[src/rtl/calc_datapath.sv]
// Serial-entry calculator datapath: shift-in number register, opcode register,
// combinational ALU, and accumulator, with a muxed display output.
module calc_datapath (
   input  logic        clk,
   input  logic        reset,
   input  logic        load_number,
   input  logic        clear_number,
   input  logic        inputRegD,
   input  logic        inSelect,
   input  logic        load_result,
   input  logic        clear_result,
   input  logic        load_code,
   input  logic        clear_code,
   input  logic [2:0]  OpCode,
   input  logic        sel_display,
   output logic [15:0] finalOutput
);

   logic [15:0] numReg;
   logic [15:0] accReg;
   logic [2:0]  codeReg;
   logic [15:0] aluResult;
   logic [15:0] accNext;

   // All arithmetic wraps at 16 bits; no carry or overflow is kept.
   function automatic logic [15:0] aluOp(input logic [2:0] op,
                                         input logic [15:0] a,
                                         input logic [15:0] b);
      logic [31:0] prod;
      prod = 32'(a) * 32'(b);
      case (op)
         3'b000:  aluOp = a + b;
         3'b001:  aluOp = a - b;
         3'b010:  aluOp = prod[15:0];
         3'b011:  aluOp = a & b;
         3'b100:  aluOp = a | b;
         3'b101:  aluOp = a ^ b;
         3'b110:  aluOp = {a[14:0], 1'b0};
         3'b111:  aluOp = b;
         default: aluOp = 16'h0000;
      endcase
   endfunction

   // ALU result and accumulator source selection.
   always_comb begin
      aluResult = aluOp(codeReg, accReg, numReg);
      if (inSelect) begin
         accNext = aluResult;
      end else begin
         accNext = numReg;
      end
   end

   // Number register: serial shift-in, clear has priority.
   always_ff @(posedge clk or posedge reset) begin
      if (reset) begin
         numReg <= 16'h0000;
      end else if (clear_number) begin
         numReg <= 16'h0000;
      end else if (load_number) begin
         numReg <= {numReg[14:0], inputRegD};
      end
   end

   // Opcode register: clear has priority over load.
   always_ff @(posedge clk or posedge reset) begin
      if (reset) begin
         codeReg <= 3'b000;
      end else if (clear_code) begin
         codeReg <= 3'b000;
      end else if (load_code) begin
         codeReg <= OpCode;
      end
   end

   // Accumulator: clear has priority over load.
   always_ff @(posedge clk or posedge reset) begin
      if (reset) begin
         accReg <= 16'h0000;
      end else if (clear_result) begin
         accReg <= 16'h0000;
      end else if (load_result) begin
         accReg <= accNext;
      end
   end

   // Display mux follows sel_display in the same cycle.
   always_comb begin
      if (sel_display) begin
         finalOutput = accReg;
      end else begin
         finalOutput = numReg;
      end
   end

endmodule

[config.mk]
export PLATFORM = sky130hd
export DESIGN_NAME = calc_datapath
export DESIGN_NICKNAME = d
export VERILOG_FILES = /design/src/rtl/calc_datapath.sv
export SDC_FILE = /design/constraint.sdc
export NUM_CORES = 1
export LEC_CHECK = 0
export CORE_MARGIN = 4
export CORE_UTILIZATION = 49
export DETAILED_ROUTE_END_ITERATION = 6
export GPL_TIMING_DRIVEN = 0
export PLACE_DENSITY_LB_ADDON = 0.05
export SETUP_SLACK_MARGIN = 0.5
export SLEW_MARGIN = 10
export SYNTH_ARGS = -nofsm -noshare
export SYNTH_HDL_FRONTEND = slang
export SYNTH_SLANG_ARGS = --single-unit
[constraint.sdc]
create_clock -name clk -period 6.1 [get_ports clk]
set_input_delay 1.22 -clock clk [delete_from_list [all_inputs] [get_ports clk]]
set_output_delay 1.22 -clock clk [all_outputs]
set_load 0.01 [all_outputs]
# After elaboration in Yosys (flattened, before gate mapping)
# Cells that the tools add are included.
dict set report op_classes {
  n_addsub 2
  mul 1
  eq_ne 7
  n_mux 9
  bitwise_logic 3
  reduce_logical 4
}
# operator n
set op_table {}
lappend op_table {{$pmux W16 S8} 1}
lappend op_table {{$mux W16} 6}
lappend op_table {{$add A16 B16 Y16} 1}
lappend op_table {{$and A16 B16 Y16} 1}
lappend op_table {{$mul A16 B16 Y16} 1}
lappend op_table {{$or A16 B16 Y16} 1}
lappend op_table {{$sub A16 B16 Y16} 1}
lappend op_table {{$xor A16 B16 Y16} 1}
lappend op_table {{$eq A3 B3 Y1 const B} 4}
lappend op_table {{$eq A3 B2 Y1 const B} 2}
lappend op_table {{$mux W3} 2}
lappend op_table {{$reduce_bool A2 Y1} 3}
lappend op_table {{$eq A3 B1 Y1 const B} 1}
lappend op_table {{$logic_not A3 Y1} 1}
dict set report word_totals {
  register_bits 35
  inputBits 14
  output_inout_bits 16
  elab_cells 29
}

# Depth between registers and ports, before layout
dict set report logic_depth {
  depth_word 5
  depth_mapped 23
  depth_no_buf 21
}

# Worst setup path before layout
# Ideal clock, no wire load.
dict set report synth_timing {
  path_type {flip-flop to flip-flop}
  from {register numReg[4]}
  to {register accReg[14]}
  setup_time_ns 0.135
  arrival_ns 5.394
  t_required_ns 5.965
  path_slack_ns 0.570
  stages_incl_launch_ff 23
  path_buffers 2
  period_less_slack_ns 5.530
  cell_sequence {dfrtp_1 > buf_2 > inv_1 > clkbuf_1 > nor2_1 > fa_1 > inv_1 > fa_1 > fa_1 > fa_1 > inv_1 > fa_1 > inv_1 > fa_1 > inv_1 > ha_1 > and3_1 > a21oi_1 > o21ai_1 > o41ai_2 > xnor2_1 > a221oi_1 > o22ai_1}
}
dict set report synth_between {
  elab_chain_cells 5
  word_cells_on_any_way 7
  cone_classes {2 x add/sub; 1 x mul; 4 x mux}
}
# item line_no
set synth_lines {}
lappend synth_lines {{start: declaration} 19} ;# logic [15:0] numReg;
lappend synth_lines {{start signal: assignment} 61} ;# numReg <= {numReg[14:0], inputRegD};
lappend synth_lines {{$mul A16 B16 Y16, or another cell as far along} 30} ;# prod = 32'(a) * 32'(b);
lappend synth_lines {{$pmux W16 S8 *} 31} ;# case (op)
lappend synth_lines {{$mux W16 *} 47} ;# if (inSelect) begin
lappend synth_lines {{$mux W16 *} 82} ;# end else if (load_result) begin
lappend synth_lines {{$mux W16 *} 80} ;# end else if (clear_result) begin
lappend synth_lines {{end signal: assignment} 83} ;# accReg <= accNext;
lappend synth_lines {{end: declaration} 20} ;# logic [15:0] accReg;
# Every way passes the cells marked *; elsewhere a longest branch is shown, timed or not. The select of a mux whose other input is x is not followed.
# A chain may end at the register's enable or synchronous reset.

# Worst setup path after layout
dict set report layout_timing {
  from {register accReg[4]}
  to {register accReg[14]}
}
dict set report layout_between {
  elab_chain_cells 5
  word_cells_on_any_way 7
  cone_classes {2 x add/sub; 1 x mul; 4 x mux}
}
# item line_no
set layout_lines {}
lappend layout_lines {{$mul A16 B16 Y16, or another cell as far along} 30}
lappend layout_lines {{$pmux W16 S8 *} 31}
lappend layout_lines {{$mux W16 *} 47}
lappend layout_lines {{$mux W16 *} 82}
lappend layout_lines {{$mux W16 *} 80}
# Marked as above.

==> reports/qor.txt <==
Chip Height - 135 um
crit-path max FO - 10
design area - 0.00942 mm^2
area grow syn2layout - 19.4%
row cnt - 46
DR pass1 iterations - 5
worst slew pin tran - 0.794 ns
placed cell areas - 0.00841 mm^2
syn_area_per_cell - 7.94 um^2
clock transition at the registers of the reported paths - 0.06 ns
syn nets - 1185
CP startpoint kind - register
I/O pin count - 30
status - finished, final reports clean
main combinational cell family by area after synthesis - adder cells
Post-Synth Simple-Gate Area - 15.3%
Distinct cells, synth - 67
vias in the first global route - 7394
Placed Cells - 1234
XOR/XNOR Fraction of Synth Area - 7.14%
most used flip-flop cell after synthesis - dfrtp_1
# DRC - 0
port bufs - 25
share of cells above drive strength 1 - 16.5%
die area - 0.0182 mm^2
hold crit path type - reg -> reg
Setup Crit Path Kind - reg -> reg
drt total wl - 29.2 mm
Initial Utilization - 49.8%
commonest non-fill, non-tap cell in the layout - inv_1
Final Slew Violations - 0
# nets final - 1273
EDFF count, synth - 0
Static Leak - 4.28 nW
critical path, cell by cell - clkbuf_8 -> inv_4 -> nor2_1 -> fa_1 -> inv_1 -> fa_1 -> fa_1 -> fa_1 -> inv_1 -> fa_1 -> inv_2 -> fa_1 -> inv_2 -> ha_4 -> and3_4 -> a21oi_2 -> o21ai_2 -> o41ai_2 -> xnor2_1 -> a221oi_2 -> o22ai_1
CTS tree - built
Non-Filler Instances - 1298
DR vias/cell - 5.89
initial antenna violation count - 0
Setup crit end kind - register
Synth area leader - fa_1
RSZ-0062 raised after global routing - yes
register area share after synthesis - 11.1%
root buffer cell - clkbuf_16
maximum root-to-sink buffer count - 2
synth top area cells - fa_1, ha_1, dfrtp_1
Achievable Freq - 0.178 GHz
n_diodes - 0
largest delay contributor family on the critical path - adder cells
skew final - 0.00389 ns
Reg power frac - 25.7%
Critical Path AT - 5.79 ns
WHS - 0.698 ns
Comb power frac - 49.6%
Post-Synthesis Cells - 993
H-Tree Depth - 2
global router's overall resource usage - 32.3%
yosys warns - 0
drt wl/cell - 22.5 um
sw frac - 41.4%
final hold violation count - 0
Net Switching - 424 uW
period utilisation layout - 92.4%
most frequent cells in the layout - inv_1, nor2_1, nand2_1
Worst slew margin - 47.0%
Synth Area in Compound Gates - 15.0%
clock power share - 24.7%
Yosys reg bits - 35
dpl hpwl - 21.8 mm
global-route wire length before repair - 43.8 mm
VDD IR max - 144 uV
ANT nets after route - 0
final setup vio count - 0
internal power - 601 uW
max_cap viols - 0
Inserted Clock Buffers - 5
insertion delay to the later sink of the worst-skew pair - 0.28 ns
adder-cell share of the synthesized area - 35.9%
Critical Path RT - 6.26 ns
Bufs and invs on worst path - 6
Die X - 135 um
P per Cell Area - 109 mW/mm^2
post-synthesis mux area share - 4.33%
iteration-0 DRC count of the detailed router - 735
Tmin final - 5.63 ns
largest net degree at the start of global routing - 36
Synth async-reset ratio - 100%
CP max-delay cell - fa_1
Setup TNS - 0 ns
Top cell by count, worst path - fa_1
Mapped Area - 0.00789 mm^2
Vias - 7648
top cell type's share of synthesized area - 20.6%
Congestion Overflow GR - 0
Core ar. - 0.0158 mm^2
Placer Congestion - 0.982
clock tree sinks - 35
max incr delay on CP - 0.56 ns
[synthesized netlist by cell type, types with 3 or more instances]
cell type	count
nor2_1	130
buf_4	6
mux2i_1	24
buf_2	13
dfrtp_1	35
or3_1	6
inv_1	152
nand3_1	8
o21ai_0	38
nor2b_1	4
xnor2_1	46
o21a_1	9
a21oi_1	40
clkinv_1	3
o31a_1	3
nor3_1	17
fa_1	81
mux2_2	5
a211oi_1	10
a21o_1	3
a311oi_1	7
buf_6	4
clkbuf_1	27
a221oi_1	4
o22ai_1	7
buf_1	8
nand2_1	110
o21ai_1	6
inv_2	3
o21bai_1	3
xor2_1	12
a31oi_1	10
o211ai_1	4
nand2_2	3
o31ai_1	3
a221o_1	4
a22oi_1	9
ha_1	97
and3_1	3
[worst paths after layout]
kind / start / end / slack [ns] / depth (start not counted)
min in group asynchronous: reset / codeReg[0] / 1.40 / 2
setup reg to reg: accReg[4] / accReg[14] / 0.47 / 21
hold reg to reg: numReg[13] / numReg[13] / 0.70 / 3
hold / removal: numReg[13] / numReg[13] / 0.70 / 3
setup / recovery: accReg[4] / accReg[14] / 0.47 / 21
max in group asynchronous: reset / accReg[9] / 4.11 / 2
[sequential cells by signal (all words and copies together) (netlist names)]
name / flops
accReg: 16
numReg: 16
codeReg: 3
[stage by stage]
| step | setup WS [ns] | power [mW] | utilization (%) |
|---|---|---|---|
| final | 0.467 | 1.02 | 59.5 |
| after global routing | 0.299 | 1.07 | 59.5 |
| after CTS | 0.480 | 0.987 | 57.3 |
| after detailed placement | -0.367 | 0.710 | 53.1 |
| after global placement | -0.367 | 0.711 | 53.1 |
| after floorplan | 0.570 | 0.570 | - |
[cells by family after synthesis]
family	count (synthesis)
flip-flops	35
multiplexers	31
AND/OR/NAND/NOR	292
adder cells (fa/ha/maj)	178
XOR/XNOR	61
buffers and inverters	217
AO/OA/AOI/OAI	179
[cell type report]
class                      count  area [um^2]
buffer                        59          464
clock buffer                   7          133
clock inverter                 1         5.00
fill                        1505         6410
inverter                     158          658
multi-input combinational    741         6310
sequential                    35          895
tap                          216          270
timing repair buffer          81          691
[what timing repair did]
action                     in CTS  in global routing
hold buffers                    0                  0
pin swaps                      13                 13
setup buffers                  30                 26
cloned                          0                  0
setup endpoints to repair      10                  5
resized for setup              88                 51
[power groups by stage]
stage / logic [mW] / clock network [mW] / registers [mW]
2_1_floorplan: 0.312 / 0 / 0.258
3_3_place_gp: 0.441 / 0 / 0.270
3_5_place_dp: 0.440 / 0 / 0.270
4_1_cts: 0.469 / 0.254 / 0.264
5_1_grt: 0.545 / 0.260 / 0.263
6_report: 0.509 / 0.253 / 0.263
[worst reg2reg max path: stages (launching register included)]
cell and delay, ns:
dfrtp_2 0.46, clkbuf_8 0.22, inv_4 0.12, nor2_1 0.07, fa_1 0.43, inv_1 0.10
fa_1 0.44, fa_1 0.44, fa_1 0.50, inv_1 0.05, fa_1 0.56, inv_2 0.05
fa_1 0.50, inv_2 0.05, ha_4 0.26, and3_4 0.15, a21oi_2 0.11, o21ai_2 0.09
o41ai_2 0.33, xnor2_1 0.17, a221oi_2 0.31, o22ai_1 0.11
[routing by layer]
layer / wire length, um / vias to the layer above / global-route usage, %
met3: 3060 / 69 / 6.11
met1: 12000 / 3737 / 44.8
met5: 0 / - / 0
met4: 1170 / 0 / 12.7
li1: - / 3412 / -
met2: 13000 / 430 / 49.9
Note: power is estimated with default switching activity, not from simulation.
